**src/rtl/traffic_light_multi.sv**
```systemverilog
`default_nettype none
// ============================================================================
// Module   : traffic_light_multi
// Brief    : N-approach round-robin traffic-light controller with actuated
//            skipping, per-phase durations and emergency all-red hold.
// Revision : 1.0
// ============================================================================
module traffic_light_multi #(
    parameter int NUM_DIR     = 4,
    parameter int CNT_W       = 8,
    parameter int GREEN_TIME  = 63,
    parameter int YELLOW_TIME = 7,
    parameter int ALLRED_TIME = 3
) (
    input  logic                       clk,
    input  logic                       reset,
    input  logic [NUM_DIR-1:0]         req,
    input  logic                       actuated,
    input  logic                       hold_red,
    output logic [NUM_DIR-1:0]         green,
    output logic [NUM_DIR-1:0]         yellow,
    output logic [1:0]                 phase,
    output logic [$clog2(NUM_DIR)-1:0] dir,
    output logic [CNT_W-1:0]           time_left,
    output logic                       prop
);
    localparam int c_DIR_W = $clog2(NUM_DIR);

    localparam logic [1:0] c_ST_ALL_RED = 2'd0;
    localparam logic [1:0] c_ST_GREEN   = 2'd1;
    localparam logic [1:0] c_ST_YELLOW  = 2'd2;

    localparam logic [CNT_W-1:0] c_GREEN_LOAD  = CNT_W'(GREEN_TIME - 1);
    localparam logic [CNT_W-1:0] c_YELLOW_LOAD = CNT_W'(YELLOW_TIME - 1);
    localparam logic [CNT_W-1:0] c_ALLRED_LOAD = CNT_W'(ALLRED_TIME - 1);
    localparam logic [CNT_W-1:0] c_CNT_ONE     = CNT_W'(1);

    localparam int c_MAX_GY   = (GREEN_TIME > YELLOW_TIME) ? GREEN_TIME : YELLOW_TIME;
    localparam int c_MAX_TIME = (c_MAX_GY > ALLRED_TIME) ? c_MAX_GY : ALLRED_TIME;
    localparam logic [CNT_W-1:0] c_MAX_LOAD = CNT_W'(c_MAX_TIME - 1);

    localparam logic [NUM_DIR-1:0] c_ONE_DIR = NUM_DIR'(1);
    localparam logic [c_DIR_W-1:0] c_LAST_DIR = c_DIR_W'(NUM_DIR - 1);

    logic [1:0]         r_phase;
    logic [c_DIR_W-1:0] r_dir;
    logic [CNT_W-1:0]   r_cnt;
    logic [NUM_DIR-1:0] r_pending;

    logic [1:0]         w_phase_nxt;
    logic [c_DIR_W-1:0] w_dir_nxt;
    logic [CNT_W-1:0]   w_cnt_nxt;
    logic [NUM_DIR-1:0] w_clear;
    logic               w_cnt_zero;
    logic [c_DIR_W-1:0] w_rr_dir;
    logic [c_DIR_W-1:0] w_act_dir;
    logic               w_act_found;
    logic [c_DIR_W-1:0] w_idx;
    logic [c_DIR_W-1:0] w_sel_dir;
    logic [NUM_DIR-1:0] w_dir_onehot;
    logic [NUM_DIR-1:0] w_lamps;

    // Actuated search runs from the far end so the nearest pending approach
    // after the current one wins; the current approach itself is tried last.
    always_comb begin
        w_rr_dir    = (r_dir == c_LAST_DIR) ? '0 : r_dir + c_DIR_W'(1);
        w_act_found = 1'b0;
        w_act_dir   = r_dir;
        w_idx       = '0;
        for (int k = NUM_DIR; k >= 1; k--) begin
            w_idx = c_DIR_W'((int'(r_dir) + k) % NUM_DIR);
            if (r_pending[w_idx]) begin
                w_act_found = 1'b1;
                w_act_dir   = w_idx;
            end
        end
        w_sel_dir = actuated ? w_act_dir : w_rr_dir;
    end

    always_comb begin
        w_phase_nxt = r_phase;
        w_dir_nxt   = r_dir;
        w_cnt_nxt   = r_cnt;
        w_clear     = '0;
        w_cnt_zero  = (r_cnt == '0);
        case (r_phase)
            c_ST_GREEN: begin
                if (hold_red || w_cnt_zero) begin
                    w_phase_nxt = c_ST_YELLOW;
                    w_cnt_nxt   = c_YELLOW_LOAD;
                end else begin
                    w_cnt_nxt = r_cnt - c_CNT_ONE;
                end
            end
            c_ST_YELLOW: begin
                if (w_cnt_zero) begin
                    w_phase_nxt = c_ST_ALL_RED;
                    w_cnt_nxt   = c_ALLRED_LOAD;
                end else begin
                    w_cnt_nxt = r_cnt - c_CNT_ONE;
                end
            end
            default: begin
                // Hold pins the clearance counter so a full all-red interval
                // follows every release.
                if (hold_red) begin
                    w_cnt_nxt = c_ALLRED_LOAD;
                end else if (w_cnt_zero) begin
                    if (actuated && !w_act_found) begin
                        w_cnt_nxt = c_ALLRED_LOAD;
                    end else begin
                        w_phase_nxt = c_ST_GREEN;
                        w_dir_nxt   = w_sel_dir;
                        w_cnt_nxt   = c_GREEN_LOAD;
                        w_clear     = c_ONE_DIR << w_sel_dir;
                    end
                end else begin
                    w_cnt_nxt = r_cnt - c_CNT_ONE;
                end
            end
        endcase
    end

    always_ff @(posedge clk) begin
        if (reset) begin
            r_phase   <= c_ST_ALL_RED;
            r_dir     <= c_LAST_DIR;
            r_cnt     <= c_ALLRED_LOAD;
            r_pending <= '0;
        end else begin
            r_phase   <= w_phase_nxt;
            r_dir     <= w_dir_nxt;
            r_cnt     <= w_cnt_nxt;
            r_pending <= (r_pending | req) & ~w_clear;
        end
    end

    assign w_dir_onehot = c_ONE_DIR << r_dir;
    assign green        = (r_phase == c_ST_GREEN)  ? w_dir_onehot : '0;
    assign yellow       = (r_phase == c_ST_YELLOW) ? w_dir_onehot : '0;
    assign phase        = r_phase;
    assign dir          = r_dir;
    assign time_left    = r_cnt;

    assign w_lamps = green | yellow;
    assign prop    = ((w_lamps & (w_lamps - c_ONE_DIR)) == '0) && (r_cnt <= c_MAX_LOAD);

endmodule
`default_nettype wire

```
**config.mk**
```make
export PLATFORM = sky130hd
export DESIGN_NAME = traffic_light_multi
export DESIGN_NICKNAME = d
export VERILOG_FILES = /design/src/rtl/traffic_light_multi.sv
export SDC_FILE = /design/constraint.sdc
export NUM_CORES = 1
export LEC_CHECK = 0
export ABC_AREA = 1
export BUFFER_PORTS_ARGS = -buffer_cell sky130_fd_sc_hd__buf_2
export CORE_MARGIN = 3
export CORE_UTILIZATION = 58
export DETAILED_ROUTE_END_ITERATION = 12
export PLACE_DENSITY_LB_ADDON = 0.2
export SYNTH_ARGS = -nofsm -noshare
export SYNTH_HDL_FRONTEND = slang
export SYNTH_SLANG_ARGS = --single-unit
```
**constraint.sdc**
```tcl
create_clock -name clk -period 4.55 [get_ports clk]
set_input_delay 0.455 -clock clk [delete_from_list [all_inputs] [get_ports clk]]
set_output_delay 0.455 -clock clk [all_outputs]
set_load 0.05 [all_outputs]
```
**Word level (Yosys, flattened, before mapping)**

Index checks and enable logic that the tools add are counted.

- Add/sub/neg operators: 7
- Magnitude comparators: 5
- Equality and inequality tests: 7
- Shifts and indexed selects: 2
- Multiplexer cells: 36
- Bitwise gates (word level): 8
- Reduce and logical (&&, ||, !) cells: 10

Operators by type and width:

| operator | count |
|---|---|
| 2-to-1 mux 8 bit | 4 |
| 2-to-1 mux 4 bit | 6 |
| 2-to-1 mux 2 bit | 11 |
| case mux 8 bit (2 select lines) | 1 |
| < comparator 2 x 3 -> 1 bit (second input constant) | 4 |
| AND 4 bit | 2 |
| binary-select mux 1 bit (select 2 bit) | 4 |
| <= comparator 8 x 6 -> 1 bit (second input constant) | 1 |
| zero test 8 bit | 1 |
| 2-to-1 mux 1 bit | 8 |
| bitwise OR 4 bit | 2 |
| << shifter 1 x 2 -> 4 bit (first input constant) | 2 |
| subtractor 8 x 1 -> 8 bit (second input constant) | 1 |
| adder 2 x 1 -> 2 bit (second input constant) | 3 |
| 2-to-1 mux 6 bit | 1 |
| != test 3 x 1 -> 1 bit (second input constant) | 2 |
| AND reduction 5 bit | 1 |
| adder 2 bit (second input constant) | 2 |
| == test 2 bit (second input constant) | 2 |
| zero test 4 bit | 1 |
| != test 2 bit (second input constant) | 2 |
| NOT 4 bit | 1 |
| case mux 2 bit (2 select lines) | 1 |
| AND reduction 4 bit | 1 |
| other kinds (8) | 11 |

- Register bits after elaboration: 16
- Bits of input ports: 8

**Depth between registers and ports, before layout**

- Depth after elaboration: 15
- Depth in mapped cells: 13
- Gate-level depth less buffers: 12

**Worst setup path after synthesis**

No wires, ideal clock.

- Kind: reg-to-output
- Start point: register r_dir[0], in the netlist dir[0]
- End point: output prop
- Arrival time: 2626 ps
- Required time: 4095 ps
- Slack: 1469 ps
- Stages on the path, launching flop included: 7
- Path through: dfxtp_1 buf_6 inv_6 ha_1 inv_1 o211ai_1 a311oi_1

- Cells in the longest elaborated chain, start to end: 7
- Elaborated cells between the ends (all ways): 8

Ends and longest elaborated chain:

| item | RTL line | text |
|---|---|---|
| start, declared | 46 | `logic [c_DIR_W-1:0] r_dir;` |
| start signal, assigned | 127 | `r_dir <= c_LAST_DIR;` |
| start signal, assigned | 132 | `r_dir <= w_dir_nxt;` |
| << shifter 1 x 2 -> 4 bit * | 138 | `assign w_dir_onehot = c_ONE_DIR << r_dir;` |
| 2-to-1 mux 4 bit, on equally long branches | 139, 140 |  |
| bitwise OR 4 bit * | 145 | `assign w_lamps = green \| yellow;` |
| subtractor 4 x 1 -> 4 bit | 146 | `assign prop = ((w_lamps & (w_lamps - c_ONE_DIR)) == '0) && (r_cnt <= c_MAX_LOAD);` |
| AND 4 bit * | 146 |  |
| zero test 4 bit * | 146 |  |
| logical AND 1 bit * | 146 |  |
| end, declared | 25 | `output logic prop` |

Mark *: on every way between the ends. The rest lies on a longest branch, timed or not.

**Worst setup path after layout**

Same ends and word-level chain as after synthesis.

==> impl.org <==
** CTS
- Clock tree synthesis inserted a total of 3 buffers.
- The later pin in the worst-skew pair is clocked with a latency of 0.28 ns.
- After clock tree synthesis, the flow added hold-fix buffers numbering 0.
- TritonCTS built the clock tree.
- In this run the number of H-tree levels came out at 1.
- Worst-path clk slew :: 0.09 ns
- Buffer levels on the longest clock path :: 2
- Resized cells post-CTS :: 0
- Post-CTS Setup Inserts :: 0
- Clock root cell :: sky130_fd_sc_hd__clkbuf_4
- Sinks on the clock net :: 16

** Pwr
- Power spread over the standard cell area amounts to 674 nW/µm².
- Peak supply drop :: 404 µV
- In this run the static leakage power is 0.836 nW.
- Summing internal, switching and leakage power gives 1.03 mW.

** Global route
- Met3 Track Usage GR :: 6.37%
- Initial antenna violation count :: 0
- Global Route Usage Sum :: 24.2%
- Overall overflow remaining after global route :: 0
- Entering global routing, the biggest net connects 12 pins.
- Most used routing layer :: met2
- Met1 global-route usage :: 27.6%
- Global-route wire length before repair :: 5260 µm
- GR met2 Demand/Resource :: 44.4%
- The number of global-route vias before repair came to 1277.

** Critical path
- By startpoint and endpoint, the worst setup path is classified as flip-flop to output pin.
- Kind of capture point of the worst setup path :: output pin
- Data arrives at the worst endpoint at 1.99 ns.
- Largest fanout on the critical path :: 11
- STA puts the critical path data required time at 4.09 ns.
- Crit start category :: flip-flop

** Synthesis
- In the synthesized netlist the dominant register cell turns out to be sky130_fd_sc_hd__dfxtp_1.
- Syn Nets :: 213
- Share of the synthesized netlist area taken by xor and xnor gates :: 2.60%
- After synthesis, the largest family of logic cells by area is simple AND/OR/NAND/NOR gates.
- The synthesized design contains 16 register bits.
- Averaged over all synthesized cells, the footprint is 6.86 µm².
- For this run, asynchronously set or reset flops after synthesis account for 0%.
- Counting distinct cell types in the post-synthesis netlist gives 32.
- Post-Synth Adder-Cell Area :: 8.37%
- Simple-gate share of the synthesized area :: 40.2%
- The portion of synthesized area spent on multiplexers is 0%.
- Syn. warnings :: 0
- In the synthesized netlist, the number of instances is 196.
- Yosys mapped a number of flops with a built-in enable equal to 0.
- Complex-gate fraction of the synthesized area :: 12.1%
- Syn Std Cell Area :: 1350 µm²
- Proportion of synthesized chip area in sequential cells :: 23.8%

** Timing
- Clock period minus final worst setup slack :: 2.44 ns
- Endpoints failing hold :: 0
- Setup clock skew after layout :: 0.00426 ns
- Setup tns final :: 0 ns
- Final worst-path cycle share :: 53.7%
- Slew of the pin with the lowest slew margin :: 0.494 ns
- Max transition margin :: 67.0%
- Total setup violations reported at the end of the flow :: 0
- Pins over their slew limit :: 0
- Highest clock frequency the design can meet :: 409 MHz
- Setup repair after global routing missed its margin :: false

** Die
- The die covers 2930 µm².
- Measured along the y axis, the die boundary spans 54.2 µm.
- # IOs :: 29
- Standard cell core area :: 2080 µm²
- Std cell rows :: 16
- The die is 54.2 µm wide.
- Once the floorplan was initialized, standard cells occupied 64.6% of the core.

** Routing
- Per-cell via count in the routed design :: 5.25
- The first detailed-routing pass took 4 iterations.
- Mean routed wirelength per cell :: 12.1 µm
- For this block, the initial DRC count from the detailed router was 23.
- Final routed DRC violation total :: 0
- In this run the remaining antenna-violating nets after routing total 0.
- Total detailed-routing wirelength :: 3040 µm
- Vias after detailed routing :: 1323

** Finish
- At the end of the flow, the number of nets in the layout was 244.
- The filler cells instantiated in the layout total 172.
- From synthesis to final layout, the design area changed by 13.5%.
- 0 antenna diodes ended up in the layout.
- Cells with a size suffix above 1 make up 30.7% of the layout.

** Worst hold path
- The path class of the tightest hold or removal check is input pin to flip-flop.

** Place
- Routability-driven placement congestion ratio :: 0.834
- Summed over all nets, the half-perimeter wirelength after detailed placement is 2530 µm.
- Port buffering added 28 buffers.

** Outcome
- The run finished with clean final reports.

** Run
- Max-cap check violation count :: 0
==> area by class of cell <==
| class | count | area (µm²) | share of cell area [%] |
|---|---|---|---|
| clock buffers | 3 | 22.5 | 1.48 |
| inverters | 41 | 159 | 10.4 |
| flip-flops and latches | 16 | 320 | 21.0 |
| multi-input cells | 137 | 851 | 55.7 |
| repair buffers | 28 | 140 | 9.18 |
| well taps | 27 | 33.8 | 2.21 |
==> Yosys cell counts, types with 2 or more instances <==
master | instances | area [µm²]
sky130_fd_sc_hd__nor2_1 | 11 | 41.3
sky130_fd_sc_hd__xor2_1 | 3 | 26.3
sky130_fd_sc_hd__a21oi_1 | 9 | 45.0
sky130_fd_sc_hd__nor2_2 | 2 | 12.5
sky130_fd_sc_hd__inv_1 | 35 | 131
sky130_fd_sc_hd__a21oi_2 | 2 | 17.5
sky130_fd_sc_hd__nand3_1 | 11 | 55.1
sky130_fd_sc_hd__nand3_2 | 5 | 50.1
sky130_fd_sc_hd__nand2_2 | 11 | 68.8
sky130_fd_sc_hd__o211ai_1 | 4 | 30.0
sky130_fd_sc_hd__dfxtp_1 | 16 | 320
sky130_fd_sc_hd__nor2_4 | 6 | 67.6
sky130_fd_sc_hd__nor3_1 | 2 | 10.0
sky130_fd_sc_hd__nand2_1 | 42 | 158
sky130_fd_sc_hd__nand2_4 | 3 | 33.8
sky130_fd_sc_hd__ha_1 | 9 | 113
sky130_fd_sc_hd__o21ai_0 | 6 | 30.0
sky130_fd_sc_hd__inv_2 | 5 | 18.8
==> routing by layer <==
layer  wire [µm]  vias up  part of all wire (%)
met1        1320      606                    43
met2        1550       39                    51
met4          15        0                  0.49
met5           0        -                     0
li1            -      674                     -
met3         160        4                   5.3
==> metrics by stage <==
stage / worst slack, ns / utilization, % / instances / hold slack (ns) / instance area [µm²]
after floorplan: 1.47 / - / 196 / 0.501 / 1350
after global placement: 2.51 / 72.2 / 249 / 0.443 / 1500
after detailed placement: 2.42 / 72.2 / 249 / 0.445 / 1500
after CTS: 2.10 / 73.3 / 252 / 0.401 / 1530
after global routing: 1.92 / 73.3 / 252 / 0.406 / 1530
final: 2.11 / 73.3 / 252 / 0.406 / 1530
==> power breakdown <==
part | leakage [nW] | switching, mW | total [mW] | internal, mW
combinational | 0.691 | 0.515 | 0.736 | 0.221
clock | 0.0138 | 0.0404 | 0.0711 | 0.0307
sequential | 0.132 | 0.0445 | 0.223 | 0.178
==> worst max-delay path: stages (launching register included) <==
cell,delay [ns]
sky130_fd_sc_hd__dfxtp_1,0.64
sky130_fd_sc_hd__inv_6,0.09
sky130_fd_sc_hd__ha_1,0.25
sky130_fd_sc_hd__inv_1,0.08
sky130_fd_sc_hd__o211ai_1,0.09
sky130_fd_sc_hd__a311oi_1,0.25
sky130_fd_sc_hd__buf_2,0.30
==> registers in the layout, summed over array words and instances, names as in the netlist <==
| signal | cells |
|---|---|
| dir | 2 |
| time_left | 8 |
| phase | 2 |
| r_pending | 4 |
==> cell families (layout without fill, tap and decap cells) <==
kind of cell | Yosys count | count (layout)
adder cells (fa/ha/maj) | 9 | 9
AO/OA/AOI/OAI | 26 | 26
AND/OR/NAND/NOR | 98 | 98
flip-flops | 16 | 16
XOR/XNOR | 4 | 4
buffers and inverters | 43 | 72
==> layout by cell type (no fill, tap or decap), types with 2 or more instances in the layout <==
cell,Yosys,final
sky130_fd_sc_hd__nand2_1,42,42
sky130_fd_sc_hd__inv_1,35,35
sky130_fd_sc_hd__buf_2,0,28
sky130_fd_sc_hd__dfxtp_1,16,16
sky130_fd_sc_hd__nor2_1,11,11
sky130_fd_sc_hd__nand2_2,11,11
sky130_fd_sc_hd__nand3_1,11,11
sky130_fd_sc_hd__a21oi_1,9,9
sky130_fd_sc_hd__ha_1,9,9
sky130_fd_sc_hd__nor2_4,6,6
sky130_fd_sc_hd__o21ai_0,6,6
sky130_fd_sc_hd__nand3_2,5,5
sky130_fd_sc_hd__inv_2,5,5
sky130_fd_sc_hd__o211ai_1,4,4
sky130_fd_sc_hd__nand2_4,3,3
sky130_fd_sc_hd__xor2_1,3,3
sky130_fd_sc_hd__clkbuf_4,0,3
sky130_fd_sc_hd__nor2_2,2,2
sky130_fd_sc_hd__a21oi_2,2,2
sky130_fd_sc_hd__nor3_1,2,2
==> path summary, 6_finish.rpt <==
path | to | start | slack [ns] | cells past startpoint
worst max-delay path | prop | dir[0]$_SDFFE_PP1P_ | 2.11 | 6
worst min-delay path | time_left[2]$_SDFF_PP0_ | reset | 0.41 | 2
worst min register to register | time_left[0]$_SDFF_PP0_ | time_left[0]$_SDFF_PP0_ | 0.45 | 1
worst max register to register | time_left[5]$_SDFF_PP0_ | dir[0]$_SDFFE_PP1P_ | 2.44 | 11
Note: power is estimated with default switching activity, not from simulation.
